**config.mk**
```make
export PLATFORM = sky130hd
export DESIGN_NAME = map_cell_fetcher
export DESIGN_NICKNAME = d
export VERILOG_FILES = /design/src/rtl/map_cell_fetcher.sv
export SDC_FILE = /design/constraint.sdc
export NUM_CORES = 1
export LEC_CHECK = 0
export ABC_AREA = 1
export ABC_CLOCK_PERIOD_IN_PS = 3500
export CORE_AREA = 2 2 58 60
export DETAILED_ROUTE_END_ITERATION = 12
export DIE_AREA = 0 0 60 62
export GPL_TIMING_DRIVEN = 0
export PLACE_DENSITY = 0.81
export SKIP_CTS_REPAIR_TIMING = 1
export SYNTH_ARGS = -nofsm -noshare
export SYNTH_HDL_FRONTEND = slang
export SYNTH_SLANG_ARGS = --single-unit
```
**constraint.sdc**
```tcl
create_clock -name pixel_clk_in -period 3.5 [get_ports pixel_clk_in]
set_clock_uncertainty 0.15 [all_clocks]
set_input_delay 0.7 -clock pixel_clk_in [delete_from_list [all_inputs] [get_ports pixel_clk_in]]
set_output_delay 0.7 -clock pixel_clk_in [all_outputs]
set_load 0.02 [all_outputs]
```
**src/rtl/map_cell_fetcher.sv**
```systemverilog
// map_cell_fetcher: requester side of the grid-map read port.
// Takes (x,y) from the DDA client, issues one read pulse to the grid map,
// waits for the 2-cycle response (bounded by TIMEOUT) and hands the cell
// value back to the client with out-of-map / timeout flags.
module map_cell_fetcher #(
  parameter int N              = 24,
  parameter int MAP_DATA_WIDTH = 5,
  parameter int OOB_VALUE      = 1,
  parameter int TIMEOUT        = 15
) (
  input  logic                        pixel_clk_in,
  input  logic                        rst_n_in,
  input  logic                        cell_valid_in,
  output logic                        cell_ready_out,
  input  logic [$clog2(N)-1:0]        cell_x_in,
  input  logic [$clog2(N)-1:0]        cell_y_in,
  output logic                        resp_valid_out,
  input  logic                        resp_ready_in,
  output logic [MAP_DATA_WIDTH-1:0]   resp_data_out,
  output logic                        resp_oob_out,
  output logic                        resp_timeout_out,
  output logic                        map_req_out,
  output logic [$clog2(N*N)-1:0]      map_addr_out,
  input  logic                        map_valid_in,
  input  logic [MAP_DATA_WIDTH-1:0]   map_data_in,
  output logic                        busy_out
);

  localparam int XW = $clog2(N);
  localparam int AW = $clog2(N*N);
  // Counter only has to reach TIMEOUT-1: the last WAIT cycle decides.
  localparam int CW = (TIMEOUT > 1) ? $clog2(TIMEOUT) : 1;
  localparam logic [CW-1:0]             CNT_LAST = CW'(TIMEOUT - 1);
  localparam logic [MAP_DATA_WIDTH-1:0] OOB_DATA = MAP_DATA_WIDTH'(OOB_VALUE);

  typedef enum logic [1:0] {
    S_IDLE  = 2'd0,
    S_ISSUE = 2'd1,
    S_WAIT  = 2'd2,
    S_RESP  = 2'd3
  } state_t;

  state_t                    state_q, state_d;
  logic                      map_req_q, map_req_d;
  logic [AW-1:0]             map_addr_q, map_addr_d;
  logic [MAP_DATA_WIDTH-1:0] resp_data_q, resp_data_d;
  logic                      resp_oob_q, resp_oob_d;
  logic                      resp_timeout_q, resp_timeout_d;
  logic [CW-1:0]             cnt_q, cnt_d;

  // Coordinates are compared one bit wider so a power-of-two N still works.
  function automatic logic coord_in_map(input logic [XW-1:0] x, input logic [XW-1:0] y);
    return ({1'b0, x} < (XW+1)'(N)) && ({1'b0, y} < (XW+1)'(N));
  endfunction

  // Row-major linear address, computed at full address width.
  function automatic logic [AW-1:0] linear_addr(input logic [XW-1:0] x, input logic [XW-1:0] y);
    return AW'(y) * AW'(N) + AW'(x);
  endfunction

  // Next-state and datapath update for the fetch sequence.
  always_comb begin
    state_d        = state_q;
    map_req_d      = 1'b0;
    map_addr_d     = map_addr_q;
    resp_data_d    = resp_data_q;
    resp_oob_d     = resp_oob_q;
    resp_timeout_d = resp_timeout_q;
    cnt_d          = cnt_q;
    unique case (state_q)
      S_IDLE: begin
        if (cell_valid_in) begin
          if (coord_in_map(cell_x_in, cell_y_in)) begin
            map_addr_d     = linear_addr(cell_x_in, cell_y_in);
            map_req_d      = 1'b1;
            resp_oob_d     = 1'b0;
            resp_timeout_d = 1'b0;
            state_d        = S_ISSUE;
          end else begin
            // Outside the map reads as wall without touching the RAM.
            resp_data_d    = OOB_DATA;
            resp_oob_d     = 1'b1;
            resp_timeout_d = 1'b0;
            state_d        = S_RESP;
          end
        end
      end
      S_ISSUE: begin
        cnt_d   = '0;
        state_d = S_WAIT;
      end
      S_WAIT: begin
        // A response on the final WAIT cycle still beats the timeout.
        if (map_valid_in) begin
          resp_data_d    = map_data_in;
          resp_oob_d     = 1'b0;
          resp_timeout_d = 1'b0;
          state_d        = S_RESP;
        end else if (cnt_q == CNT_LAST) begin
          resp_data_d    = OOB_DATA;
          resp_timeout_d = 1'b1;
          state_d        = S_RESP;
        end else begin
          cnt_d = cnt_q + CW'(1);
        end
      end
      S_RESP: begin
        if (resp_ready_in) begin
          state_d = S_IDLE;
        end
      end
      default: state_d = S_IDLE;
    endcase
  end

  // State and output registers, asynchronously cleared.
  always_ff @(posedge pixel_clk_in or negedge rst_n_in) begin
    if (!rst_n_in) begin
      state_q        <= S_IDLE;
      map_req_q      <= 1'b0;
      map_addr_q     <= '0;
      resp_data_q    <= '0;
      resp_oob_q     <= 1'b0;
      resp_timeout_q <= 1'b0;
      cnt_q          <= '0;
    end else begin
      state_q        <= state_d;
      map_req_q      <= map_req_d;
      map_addr_q     <= map_addr_d;
      resp_data_q    <= resp_data_d;
      resp_oob_q     <= resp_oob_d;
      resp_timeout_q <= resp_timeout_d;
      cnt_q          <= cnt_d;
    end
  end

  // Ready is held low while reset is asserted so every output reads 0 then.
  assign cell_ready_out   = (state_q == S_IDLE) && rst_n_in;
  assign busy_out         = (state_q != S_IDLE);
  assign resp_valid_out   = (state_q == S_RESP);
  assign resp_data_out    = resp_data_q;
  assign resp_oob_out     = resp_oob_q;
  assign resp_timeout_out = resp_timeout_q;
  assign map_req_out      = map_req_q;
  assign map_addr_out     = map_addr_q;

endmodule

```
==> impl_metrics.json <==
{
  "max-slew-margin-rel_pct": 28.2,
  "dp_cells": 269,
  "grt_first_pass_wirelength_um": 5120,
  "total_leakage_power_nw": 0.993,
  "num_vias": 1306,
  "vdd.ir_drop.worst_v": 0.000233,
  "clk_latency_ps": 310,
  "chipHeight_um": 62,
  "timing.final.hold_violations": 0,
  "timing.final.max_slew_violations": 0,
  "netlist_top_cells_area": "dfrtp_1 (40%), ha_1 (13%), nand2_1 (12%), nand3_1 (7.3%), inv_1 (6.2%)",
  "power.net_switching_mw": 0.596,
  "antenna_found_initial": 0,
  "globalRouteTotalUtil_pct": 18.4,
  "synth_nets": 221,
  "fin_hold_ws_ps": 338,
  "cts-root-buf": "clkbuf_4",
  "most_frequently_used_flop_master_after_synthesis": "dfrtp_1",
  "power.share.clock_pct": 10.1,
  "worst_ep_arrival_time_ps": 2290,
  "dieWidth_um": 60,
  "run_status": "finished, final reports clean",
  "min-delay-path-class": "reg -> reg",
  "cts_tree": "done",
  "post_synth_num_cell_types": 23,
  "power_mw": 1.40,
  "reg2reg_slack_ps": 1580,
  "detail_route.iter0.violations": 69,
  "maxClockFrequency_ghz": 0.319,
  "total_of_flip_flops_plus_latches_after_synthesis": 24,
  "htree_num_levels": 1,
  "final_period_minus_worst_setup_slack_ps": 3140,
  "antenna_cells_inserted": 0,
  "dp_worst_setup_slack_ps": -107,
  "power_frac_comb_pct": 57.0,
  "yosysSeqAreaShare_pct": 40.0,
  "postRouteWirelength_um": 2950,
  "worst_setup_path_start_kind": "primary input",
  "postPlaceCellArea_sq_um": 1960,
  "clock_sink_count": 24,
  "ant_nets": 0,
  "yosys_warnings": 0,
  "share_seq_of_total_power_pct": 32.9,
  "criticalPathCategory": "in -> out",
  "place_hpwl_um": 2400,
  "worstMarginPinSlew_ps": 1080,
  "clk_transition_reported_paths_ps": 120,
  "pin_count": 41,
  "core-area_sq_um": 3180,
  "gpl.final_weighted_congestion": 0.760,
  "rsz0062_at_grt": "false",
  "synthMostInstantiatedCell": "nand2_1",
  "detailedRoute.firstPassIterationCount": 4,
  "swShare_pct": 42.6,
  "power_density_nw_per_um2": 700,
  "grt.overflow.total": 0,
  "worst_slack_ps": 362,
  "max-clock-path-buffers": 2,
  "seqCellArea_sq_um": 601,
  "fillerInstances": 285,
  "multiInputGateArea_sq_um": 793,
  "critPathMaxFanout": 25,
  "placement.io_buffers": 40,
  "post_route_drc_violation_count": 0,
  "synth.cell_area_sq_um": 1500,
  "syn_inst": 183,
  "num_rows": 21,
  "initial_utilization_pct": 47.3,
  "finalSetupTns_ps": 0,
  "finish.instance_area_sq_um": 2000,
  "numCtsBuffers": 3,
  "finalSetupViolCount": 0,
  "finish.cell_count_without_fillers": 273,
  "number_of_global_route_vias_before_repair": 1206,
  "synth_top_cell_area_share_pct": 40.0,
  "routed_wire_length_per_instance_um": 10.8,
  "syn_to_final_growth_pct": 33.1,
  "synth_edf_count": 0,
  "layout.core_utilization_pct": 62.9,
  "internal-power_mw": 0.804,
  "timing.final.crit_share_pct": 89.7,
  "netlist_top_cells_count": "nand2_1 (48), inv_1 (25), dfrtp_1 (24)",
  "required_time_of_the_critical_path_ps": 2650,
  "die_area_sq_um": 3720,
  "avgSynthCellArea_sq_um": 8.21,
  "critical_path.endpoint_type": "output pin",
  "final_layout_net_count": 266,
  "cap_viol_max_count": 0,
  "routed_via_density": 4.78,
  "share_of_layout_cells_above_drive_strength_1_pct": 6.17,
  "ys_async_sr_fraction_pct": 100,
  "synth_largest_area_cell": "dfrtp_1",
  "grt_max_degree": 26
}
-- cells in the final DEF (no fill, tap or decap) --
cell | Yosys | layout
nand3_1 | 22 | 22
dlymetal6s2s_1 | 0 | 1
o21ai_1 | 2 | 2
fa_1 | 2 | 2
clkdlybuf4s50_1 | 0 | 39
o21ai_0 | 13 | 13
a21oi_2 | 2 | 2
a211oi_2 | 1 | 1
nand2_2 | 2 | 2
ha_1 | 16 | 16
o31ai_1 | 1 | 1
nor2_4 | 1 | 1
a21oi_4 | 1 | 1
nand2_1 | 48 | 48
inv_1 | 25 | 25
a22o_1 | 1 | 1
inv_2 | 1 | 1
clkbuf_4 | 0 | 3
dfrtp_1 | 24 | 24
buf_6 | 1 | 1
xnor2_1 | 2 | 2
a21oi_1 | 4 | 4
nand4_1 | 1 | 1
o21ai_2 | 1 | 1
nor2_1 | 11 | 11
clkbuf_8 | 0 | 1
a21o_1 | 1 | 1
-- logic make-up (layout without fill, tap and decap cells) --
family          count (synthesis)  in the layout  synth area share, %
compound gates                 27             27                 11.6
xor+xnor                        2              2                 1.17
fa+ha+maj                      18             18                 16.0
flops                          24             24                 40.0
buf+inv                        27             71                 7.24
simple gates                   85             85                 24.1
-- per-layer routing --
| layer | global-route usage (%) | up-vias | part of all wire, % |
|---|---|---|---|
| met2 | 32.6 | 33 | 50 |
| met3 | 1.66 | 6 | 4.2 |
| li1 | - | 677 | - |
| met1 | 22.3 | 590 | 43 |
| met4 | 9.52 | 0 | 2.5 |
| met5 | 0 | - | 0 |
-- power by group through the flow --
stage / clock network (mW) / registers, mW / logic, mW
after CTS: 0.148 / 0.463 / 0.807
after floorplan: 0 / 0.572 / 0.373
final: 0.141 / 0.461 / 0.798
after detailed placement: 0 / 0.469 / 0.803
after global placement: 0 / 0.463 / 0.783
after global routing: 0.161 / 0.477 / 0.896
-- cell type report --
cell class / count / share of cell area [%]
multi-input combinational: 132 / 39.7
timing repair buffer: 40 / 20.2
buffer: 1 / 0.563
tap: 46 / 2.88
sequential: 24 / 30.0
clock buffer: 4 / 1.81
inverter: 26 / 4.88
-- registers in the layout, summed over array words and instances, names as in the netlist --
name,flops
cnt_q,4
map_addr_out,10
map_req_out,1
resp_data_out,5
resp_oob_out,1
resp_timeout_out,1
state_q,2
-- worst paths after layout --
path	startpoint	to	cells after the start
worst max-delay path	rst_n_in	cell_ready_out	4
worst min-delay path	map_addr_out[0]$_DFFE_PN0P_	map_addr_out[0]$_DFFE_PN0P_	2
worst max register to register	state_q[1]$_DFFE_PN0P_	resp_data_out[4]$_DFFE_PN0P_	8
worst min register to register	map_addr_out[0]$_DFFE_PN0P_	map_addr_out[0]$_DFFE_PN0P_	2
max in group asynchronous	rst_n_in	resp_data_out[3]$_DFFE_PN0P_	1
min in group asynchronous	rst_n_in	state_q[0]$_DFFE_PN0P_	1
-- worst max-delay path: stages --
cell	delay, ps
dlymetal6s2s_1	790
nand2_1	110
inv_1	80
clkdlybuf4s50_1	590
Note: power is estimated with default switching activity, not from simulation.
